## src/rtl/cache_victim_ctrl_pkg.sv

```systemverilog
// cache_victim_ctrl_pkg: shared cache geometry, controller state encoding and way helpers
package cache_victim_ctrl_pkg;

    localparam int WAYS = 4;

    typedef enum logic [2:0] {
        IDLE      = 3'd0,
        WB_REQ    = 3'd1,
        WB_WAIT   = 3'd2,
        FILL_REQ  = 3'd3,
        FILL_WAIT = 3'd4,
        TOUCH     = 3'd5
    } state_t;

    function automatic logic [1:0] onehot_to_idx(input logic [WAYS-1:0] oh);
        return {oh[3] | oh[2], oh[3] | oh[1]};
    endfunction

endpackage

```

## src/rtl/cache_victim_ctrl_victim_sel.sv

```systemverilog
// cache_victim_ctrl_victim_sel: picks the victim way and whether it needs a writeback
module cache_victim_ctrl_victim_sel
    import cache_victim_ctrl_pkg::*;
(
    input  logic [WAYS-1:0] valid,
    input  logic [WAYS-1:0] dirty,
    input  logic [WAYS-1:0] lru_way,
    output logic [WAYS-1:0] victim,
    output logic            need_wb
);

    localparam logic [WAYS-1:0] ONE = WAYS'(1);

    logic [WAYS-1:0] inv;
    logic [WAYS-1:0] first_inv;
    logic            lru_ok;

    assign inv       = ~valid;
    assign first_inv = inv & (~inv + ONE);
    assign lru_ok    = (lru_way != '0) && ((lru_way & (lru_way - ONE)) == '0);
    // an empty way always wins; a corrupt LRU hint falls back to way 0
    assign victim    = |inv ? first_inv : lru_ok ? lru_way : ONE;
    assign need_wb   = |(victim & valid & dirty);

endmodule

```

## src/rtl/cache_victim_ctrl.sv

```systemverilog
// cache_victim_ctrl: miss-side victim selection, writeback/fill sequencing and LRU touch
module cache_victim_ctrl
    import cache_victim_ctrl_pkg::*;
#(
    parameter int ADDR_W = 32
) (
    input  logic              clk,
    input  logic              rst,
    input  logic              miss_valid,
    output logic              miss_ready,
    input  logic [ADDR_W-1:0] miss_addr,
    input  logic [WAYS-1:0]   way_valid,
    input  logic [WAYS-1:0]   way_dirty,
    input  logic [WAYS-1:0]   lru_way,
    output logic              wb_valid,
    input  logic              wb_ready,
    output logic [WAYS-1:0]   wb_way,
    input  logic              wb_done,
    output logic              fill_valid,
    input  logic              fill_ready,
    output logic [ADDR_W-1:0] fill_addr,
    output logic [WAYS-1:0]   fill_way,
    input  logic              fill_done,
    output logic [WAYS-1:0]   lru_touch,
    output logic              lru_en,
    output logic              miss_done
);

    state_t            state;
    state_t            state_nx;
    logic [ADDR_W-1:0] addr_q;
    logic [WAYS-1:0]   victim_q;
    logic [WAYS-1:0]   victim_d;
    logic              need_wb_d;
    logic              accept;

    cache_victim_ctrl_victim_sel u_sel (
        .valid   (way_valid),
        .dirty   (way_dirty),
        .lru_way (lru_way),
        .victim  (victim_d),
        .need_wb (need_wb_d)
    );

    assign accept    = miss_valid && miss_ready;
    assign wb_way    = victim_q;
    assign fill_way  = victim_q;
    assign fill_addr = addr_q;

    // state register; the miss context is frozen at accept and held through TOUCH
    always_ff @(posedge clk or negedge rst) begin
        if (!rst) begin
            state    <= IDLE;
            addr_q   <= '0;
            victim_q <= '0;
        end else begin
            state <= state_nx;
            if (accept) begin
                addr_q   <= miss_addr;
                victim_q <= victim_d;
            end
        end
    end

    // next state and handshake outputs, decoded from the current state only
    always_comb begin
        state_nx   = state;
        miss_ready = 1'b0;
        wb_valid   = 1'b0;
        fill_valid = 1'b0;
        lru_en     = 1'b0;
        miss_done  = 1'b0;
        lru_touch  = '0;
        case (state)
            IDLE: begin
                miss_ready = 1'b1;
                if (miss_valid) state_nx = need_wb_d ? WB_REQ : FILL_REQ;
            end
            WB_REQ: begin
                wb_valid = 1'b1;
                if (wb_ready) state_nx = WB_WAIT;
            end
            WB_WAIT: begin
                if (wb_done) state_nx = FILL_REQ;
            end
            FILL_REQ: begin
                fill_valid = 1'b1;
                if (fill_ready) state_nx = FILL_WAIT;
            end
            FILL_WAIT: begin
                if (fill_done) state_nx = TOUCH;
            end
            TOUCH: begin
                lru_en    = 1'b1;
                miss_done = 1'b1;
                lru_touch = victim_q;
                state_nx  = IDLE;
            end
            default: state_nx = IDLE;
        endcase
    end

endmodule
```

## config.mk

```make
export PLATFORM = sky130hd
export DESIGN_NAME = cache_victim_ctrl
export DESIGN_NICKNAME = d
export VERILOG_FILES = /design/src/rtl/cache_victim_ctrl_pkg.sv /design/src/rtl/cache_victim_ctrl_victim_sel.sv /design/src/rtl/cache_victim_ctrl.sv
export SDC_FILE = /design/constraint.sdc
export NUM_CORES = 1
export LEC_CHECK = 0
export ABC_AREA = 1
export CORE_MARGIN = 2
export CORE_UTILIZATION = 25
export DETAILED_ROUTE_END_ITERATION = 12
export DONT_BUFFER_PORTS = 1
export PLACE_DENSITY = 0.35
export SETUP_SLACK_MARGIN = 0.02
export SYNTH_ARGS = -nofsm -noshare
export SYNTH_HDL_FRONTEND = slang
export SYNTH_SLANG_ARGS = --single-unit
```

## constraint.sdc

```tcl
create_clock -name clk -period 1.7 [get_ports clk]
set_clock_uncertainty 0.15 [all_clocks]
set_input_delay 0.51 -clock clk [delete_from_list [all_inputs] [get_ports clk]]
set_output_delay 0.51 -clock clk [all_outputs]
set_load 0.01 [all_outputs]
```

==> parameters.txt, run 1 <==
Parameter                              Value

Critical path
  Required arrival time at the worst endpoint ... ~1.0 ns
  Startpoint class of the critical path ... flop
  Critical register-to-register path startpoint ... state[0]
  Cell-by-cell trace of the critical path ... nor3_4, inv_4, nor2_4
  End point of the critical path ... lru_touch[0]
  Setup slack of the worst register-to-register path ... -0.07 ns
  Critical path arrival ... 1.25 ns
  Cell with the largest stage delay on the worst path ... sky130_fd_sc_hd__dfrtp_2
  Class of the most critical setup path ... reg2out
  CP max stage delay ... roughly 0.48 ns
  R2R depth ... 8
  Critical Path Sink Type ... output pin
  Maximum fanout count along the critical path ... 5
  Launching instance or port of the critical path ... state[1]
  Capture point of the worst reg-to-reg path ... fill_addr[27]

Timing
  Final critical delay including setup and external delays ... between 1.5 and 2 ns
  Aggregate negative setup slack ... -2.92 ns
  Setup repair after global routing missed its margin ... true
  Number of setup violations in the final report ... 41
  Peak Freq ... around 0.52 GHz
  Final Hold Viols ... 0
  Number of pins exceeding their max-slew limit in the final report ... 0
  Crit path setup slack, layout ... -0.209 ns
  Ratio of final minimum period to clock period ... 112%
  Transition time of the tightest slew-check pin ... roughly 0.24 ns
  Max-Slew Margin vs Limit ... a little over four fifths

GRT
  Initial antenna violation count ... 0
  GRT Residual Overflow ... 0
  Largest net degree at the start of global routing ... a little over 40
  All-Layer GR Usage ... roughly a tenth
  First-pass GRT wire length ... 6640 um
  GR Util met2 ... 16.0%
  Fraction of met1 tracks used by global routing ... about an eighth
  Number of global-route vias before repair ... around 1300
  Gr busiest metal ... met2
  Grt met3 use ... ~3.5%

Route
  Detailed-route vias per instance ... approximately 4.2
  Routed via count ... about 1300
  Total wire length ... ~4600 um
  DR iter-0 viols ... 19
  WL/cell ... roughly 16 um
  Number of DRC violations after detailed routing ... 0
  Antenna-violating nets left ... 0
  Number of optimization iterations in the first detailed-route pass ... 4

Outcome
  Run status ... finished, violations left
  Violated checks ... setup timing

Power and ir drop
  Largest vdd supply drop ... 0.525 mV
  Leakage power ... about 1.3 nW
  PwrDens ... between 1500 and 2000 mW/mm^2
  Total power ... between 5 and 6 mW

Run
  Number of violations of the max-capacitance limit ... 0

Synthesis
  Post-synthesis register bit count ... 39
  Leading register cell type out of synthesis ... sky130_fd_sc_hd__dfrtp_1
  Post-Synthesis Mean Instance Area ... between 10 and 15 sq um
  Leading area contributor after synthesis ... sky130_fd_sc_hd__dfrtp_1
  Async set or reset register ratio after synthesis ... 100%
  Number of instances in the synthesized netlist ... between 150 and 200
  Cell area after synthesis ... 0.00194 sq mm
  Synthesis Warnings ... 0
  Fraction of the yosys area taken by sequential cells ... between 50 and 60%
  Number of flops mapped to enable cells by yosys ... 0
  Count of different cell masters after synthesis ... 20
  Net Count, Synth ... between 200 and 250
  Largest cells by area after synthesis ... sky130_fd_sc_hd__dfrtp_1 (50%), sky130_fd_sc_hd__mux2_4 (25%), sky130_fd_sc_hd__nand2_1 (5.8%), sky130_fd_sc_hd__inv_1 (3.1%), sky130_fd_sc_hd__nor2_1 (2.5%)
  Top cell type's share of synthesized area ... 50.2%
  Most numerous cell in the Yosys netlist ... sky130_fd_sc_hd__dfrtp_1
  Most numerous cell types in the synthesized netlist ... sky130_fd_sc_hd__dfrtp_1 (39), sky130_fd_sc_hd__mux2_4 (32), sky130_fd_sc_hd__nand2_1 (30), sky130_fd_sc_hd__inv_1 (16), sky130_fd_sc_hd__nor2_1 (13)

Clocking
  Num CTS Buffers ... 5
  Maximum buffer depth of the clock tree ... 2
  Max H-tree Level ... 2
  Later-pin clock latency in the skew report ... 0.28 ns
  Clock transition time at the flip-flop clock pins of the worst setup and hold paths ... roughly 0.08 ns
  Clock tree root driver cell ... sky130_fd_sc_hd__clkbuf_8
  Num Clock Sinks ... 39
  Clock tree from TritonCTS ... done

Placed design
  Final HPWL from detailed placement ... around 2900 um
  IO buf count ... 0
  Pre-CTS WS ... about 0.015 ns
  GPL Wtd Cong ... about 0.81
  Total cell area at the placement stage ... about 0.0021 sq mm
  Number of placed instances, taps included ... between 200 and 300

Final layout
  Layout area overhead ... 31.8%
  Final non-filler cell area ... 0.00256 sq mm
  Net count, final ... approximately 240
  Layout cells sized above 1 ... 46.4%
  Final cell count without fillers ... between 200 and 300
  Number of diodes added for antenna fixing ... 0

Floorplanning
  Die width ... between 90 and 100 um
  Initial cell density of the core ... about a quarter
  IO Pins ... 100
  Area of the core ... 0.00765 sq mm
  Chip Height ... just over 90 um
  Site Rows ... 32
  Area of the die ... 0.00849 sq mm

Min path
  Worst hold-check path type ... in2reg
-- layout make-up --
| class | instances | area [sq um] |
|---|---|---|
| fillers | 767 | 5090 |
| flip-flops and latches | 39 | 978 |
| multi-input cells | 102 | 903 |
| repair buffers | 25 | 342 |
| well taps | 102 | 128 |
| inverters | 20 | 77.6 |
| clock buffers | 6 | 72.6 |
| clock inverters | 2 | 60.1 |
-- critical path, delay by kind of cell (launching register included) --
kind | cells | cell delay, ns
buffers and inverters | 1 | 0.10
flip-flops | 1 | 0.48
AND/OR/NAND/NOR | 2 | 0.39
-- power breakdown --
part           leakage, nW  switching (mW)  total, mW  internal, mW
clock               0.0654           0.318      0.905         0.587
sequential           0.463           0.550       1.97          1.42
combinational        0.747           0.904       2.20          1.30
total                 1.28            1.77       5.07          3.30
-- worst min path at each step --
stage / startpoint / endpoint / slack, ns / cells past startpoint
after detailed placement: rst / fill_addr[29] / 0.07 / 0
after global placement: rst / fill_addr[29] / 0.07 / 0
after CTS: miss_addr[10] / fill_addr[10] / 0.20 / 1
after floorplan: rst / fill_addr[0] / 0.06 / 0
after global routing: miss_addr[28] / fill_addr[28] / 0.19 / 1
final: miss_addr[10] / fill_addr[10] / 0.22 / 1
-- state kept, by name, summed over array words and instances, names as in the netlist --
| signal | flops |
|---|---|
| fill_addr | 32 |
| fill_way | 4 |
| state | 3 |
-- layout by cell type, fill, tap and decap left out, types with 2 or more instances in the layout --
cell | netlist | routed
sky130_fd_sc_hd__bufinv_16 | 0 | 2
sky130_fd_sc_hd__buf_6 | 4 | 7
sky130_fd_sc_hd__inv_2 | 4 | 6
sky130_fd_sc_hd__inv_1 | 16 | 13
sky130_fd_sc_hd__clkbuf_8 | 0 | 5
sky130_fd_sc_hd__o21ai_0 | 4 | 4
sky130_fd_sc_hd__nor2_1 | 13 | 8
sky130_fd_sc_hd__nor2_4 | 1 | 6
sky130_fd_sc_hd__nand3_1 | 4 | 3
sky130_fd_sc_hd__a21oi_1 | 5 | 3
sky130_fd_sc_hd__nand4_1 | 2 | 2
sky130_fd_sc_hd__dfrtp_2 | 0 | 2
sky130_fd_sc_hd__mux2_4 | 32 | 32
sky130_fd_sc_hd__nand2_4 | 1 | 2
sky130_fd_sc_hd__nand2_2 | 2 | 2
sky130_fd_sc_hd__a21oi_2 | 0 | 2
sky130_fd_sc_hd__o21ai_1 | 3 | 2
sky130_fd_sc_hd__buf_4 | 5 | 8
sky130_fd_sc_hd__buf_8 | 0 | 3
sky130_fd_sc_hd__clkbuf_16 | 0 | 4
sky130_fd_sc_hd__nand2_1 | 30 | 28
sky130_fd_sc_hd__dfrtp_1 | 39 | 37
-- metrics by stage --
step           hold WS, ns  utilization, %
2_1_floorplan       0.0644               -
3_3_place_gp        0.0654            27.2
3_5_place_dp        0.0656            27.2
4_1_cts              0.200            30.5
5_1_grt              0.193            33.5
6_report             0.219            33.5
-- cell families after synthesis --
logic type | synth area share [%]
flops | 50.2
simple gates | 12.3
buf+inv | 8.11
mux | 24.7
compound gates | 4.64
-- layer usage --
metal | vias to the layer above | wire [um]
met3 | 4 | 323
li1 | 596 | -
met5 | - | 0
met4 | 0 | 51
met1 | 603 | 2000
met2 | 52 | 2210
-- what timing repair did --
| action | CTS | global route |
|---|---|---|
| endpoints found under the setup margin | 9 | 44 |
| hold buffers | 2 | 0 |
| buffers inserted | 4 | 3 |
| cloned | 0 | 7 |
| endpoints found under the hold margin | 39 | 0 |
| gates resized for setup | 19 | 18 |
| pin swaps | 3 | 6 |
No activity file was read; power rests on OpenSTA's default activity.
==> inputs of run 2 (changes only) <==
- CAP_MARGIN: not set -> 20
- clock period: 1.7 -> 2.3 ns (I/O delays scaled with it)
==> parameters.txt, run 2 (synthesized netlist as in run 1, its figures left out) <==
Parameter                              Value

Outcome
  Run status ... complete, no violations

GRT
  Fraction of met1 tracks used by global routing ... a little under an eighth
  Initial antenna violation count ... 0
  Largest net degree at the start of global routing ... slightly above 40
  Number of global-route vias before repair ... between 1000 and 1500
  Gr busiest metal ... met2
  GR Util met2 ... between 10% and 20%
  First-pass GRT wire length ... between 6000 and 7000 um
  Grt met3 use ... 3.78%
  GRT Residual Overflow ... 0
  All-Layer GR Usage ... under 10%

Floorplanning
  Initial cell density of the core ... about 25%
  Chip Height ... between 90 and 100 um
  IO Pins ... 100
  Area of the die ... roughly 0.0085 sq mm
  Die width ... between 90 and 100 um
  Area of the core ... 0.00765 sq mm
  Site Rows ... 32

Timing
  Ratio of final minimum period to clock period ... about 93%
  Number of setup violations in the final report ... 0
  Final Hold Viols ... 0
  Aggregate negative setup slack ... 0 ns
  Setup repair after global routing missed its margin ... false
  Max-Slew Margin vs Limit ... between 50% and 60%
  Number of pins exceeding their max-slew limit in the final report ... 0
  Transition time of the tightest slew-check pin ... 0.708 ns
  Worst hold margin ... ~0.085 ns
  Peak Freq ... approximately 0.47 GHz
  Final critical delay including setup and external delays ... about 2.1 ns

Critical path
  Critical path arrival ... 1.30 ns
  Critical Path Sink Type ... output pin
  Setup slack of the worst register-to-register path ... ~0.36 ns
  Maximum fanout count along the critical path ... 5
  Startpoint class of the critical path ... flop
  Required arrival time at the worst endpoint ... between 1 and 1.5 ns
  Class of the most critical setup path ... reg2out

Final layout
  Max FFs per register ... 32
  Layout area overhead ... 10.9%
  Number of diodes added for antenna fixing ... 0
  Most frequent standard cell in the layout excluding fill and tap cells ... sky130_fd_sc_hd__dfrtp_1
  Multi-input logic area ... 825 sq um
  Final core occ ... 28.2%
  Fillcell total ... between 700 and 800
  Layout cells sized above 1 ... between 30% and 40%
  Area occupied by registers ... approximately 1000 sq um
  Most frequent cells in the layout ... sky130_fd_sc_hd__dfrtp_1 (39), sky130_fd_sc_hd__mux2_4 (32), sky130_fd_sc_hd__nand2_1 (30)
  Net count, final ... roughly 220

Power and ir drop
  Largest vdd supply drop ... roughly 0.6 mV
  Fraction of power spent switching nets ... about 36%
  Net load switching power ... between 1 and 1.5 mW
  Leakage power ... 1.10 nW
  Total power ... around 3.2 mW
  Clk pwr share ... 18.4%
  Relative contribution of combinational cells to total power ... ~34%
  Internal power ... 2.01 mW
  Sequential power share ... 47.6%
  PwrDens ... about 1500 mW/mm^2

Min path
  Worst hold-check path type ... in2async

Placed design
  IO buf count ... 0
  Final HPWL from detailed placement ... around 3000 um
  GPL Wtd Cong ... between 0.6 and 0.7

Route
  Antenna-violating nets left ... 0
  Routed via count ... ~1200
  Total wire length ... between 4000 and 5000 um
  WL/cell ... 14.9 um
  Number of optimization iterations in the first detailed-route pass ... 4
  Number of DRC violations after detailed routing ... 0
  DR iter-0 viols ... 33
  Detailed-route vias per instance ... about 4.3

Clocking
  Maximum buffer depth of the clock tree ... 2
  Later-pin clock latency in the skew report ... 0.28 ns
  Clock tree from TritonCTS ... done
  Num Clock Sinks ... 39
  Max H-tree Level ... 2
  Clock tree root driver cell ... sky130_fd_sc_hd__clkbuf_8
  Num CTS Buffers ... 5
  Clock transition time at the flip-flop clock pins of the worst setup and hold paths ... 0.08 ns

Run
  Number of violations of the max-capacitance limit ... 0
[run 2: worst max-delay path, stage by stage, from the launching register on]
cell and delay, ns:
sky130_fd_sc_hd__dfrtp_1 0.46, sky130_fd_sc_hd__inv_1 0.10, sky130_fd_sc_hd__nor3_2 0.19, sky130_fd_sc_hd__inv_2 0.11
sky130_fd_sc_hd__nor2_2 0.17
[run 2: path summary, 6_finish.rpt]
path	from	endpoint	cells past startpoint
min	rst	fill_way[0]	1
min in group clk	miss_addr[5]	fill_addr[5]	1
max	state[0]	lru_touch[1]	4
min reg2reg	fill_addr[0]	fill_addr[0]	1
max in group asynchronous	rst	fill_addr[29]	1
max reg2reg	state[1]	fill_addr[2]	5
[run 2: cell type report]
| type | instances | area share (%) |
|---|---|---|
| clock buffers | 6 | 3.83 |
| clock inverters | 2 | 1.63 |
| inverters | 20 | 3.48 |
| multi-input cells | 102 | 38.2 |
| flip-flops and latches | 39 | 45.3 |
| well taps | 102 | 5.92 |
| repair buffers | 3 | 1.63 |
[run 2: repair_timing]
action                                  CTS  global route
endpoints found under the setup margin    4             1
gates resized for setup                   6             0
setup buffers                             0             1
hold endpoints to repair                 39             0
hold buffers                              1             0
[run 2: routing by layer]
layer	part of all wire, %	wire length, um
met5	0	0
met4	1.9	79
met2	46	1890
met3	9.5	387
met1	42	1720
[run 2: power by group through the flow]
| stage | combinational (mW) | clock, mW | sequential [mW] |
|---|---|---|---|
| 2_1_floorplan | 1.00 | 0 | 1.42 |
| 3_3_place_gp | 1.00 | 0 | 1.52 |
| 3_5_place_dp | 1.03 | 0 | 1.53 |
| 4_1_cts | 1.08 | 0.608 | 1.52 |
| 5_1_grt | 1.19 | 0.638 | 1.55 |
| 6_report | 1.08 | 0.581 | 1.50 |
[run 2: through the flow]
stage / cell area (sq um) / worst slack (ns) / instances
2_1_floorplan: 1940 / 0.241 / 170
3_3_place_gp: 2000 / 0.339 / 264
3_5_place_dp: 2000 / 0.272 / 264
4_1_cts: 2150 / 0.0958 / 273
5_1_grt: 2160 / 0.0317 / 274
6_report: 2160 / 0.157 / 274
==> inputs of run 3 (changes only) <==
- ABC_CLOCK_PERIOD_IN_PS: not set -> 2300
==> results of run 3 <==
The final DEF is identical to that of run 2; final timing and power are the same.
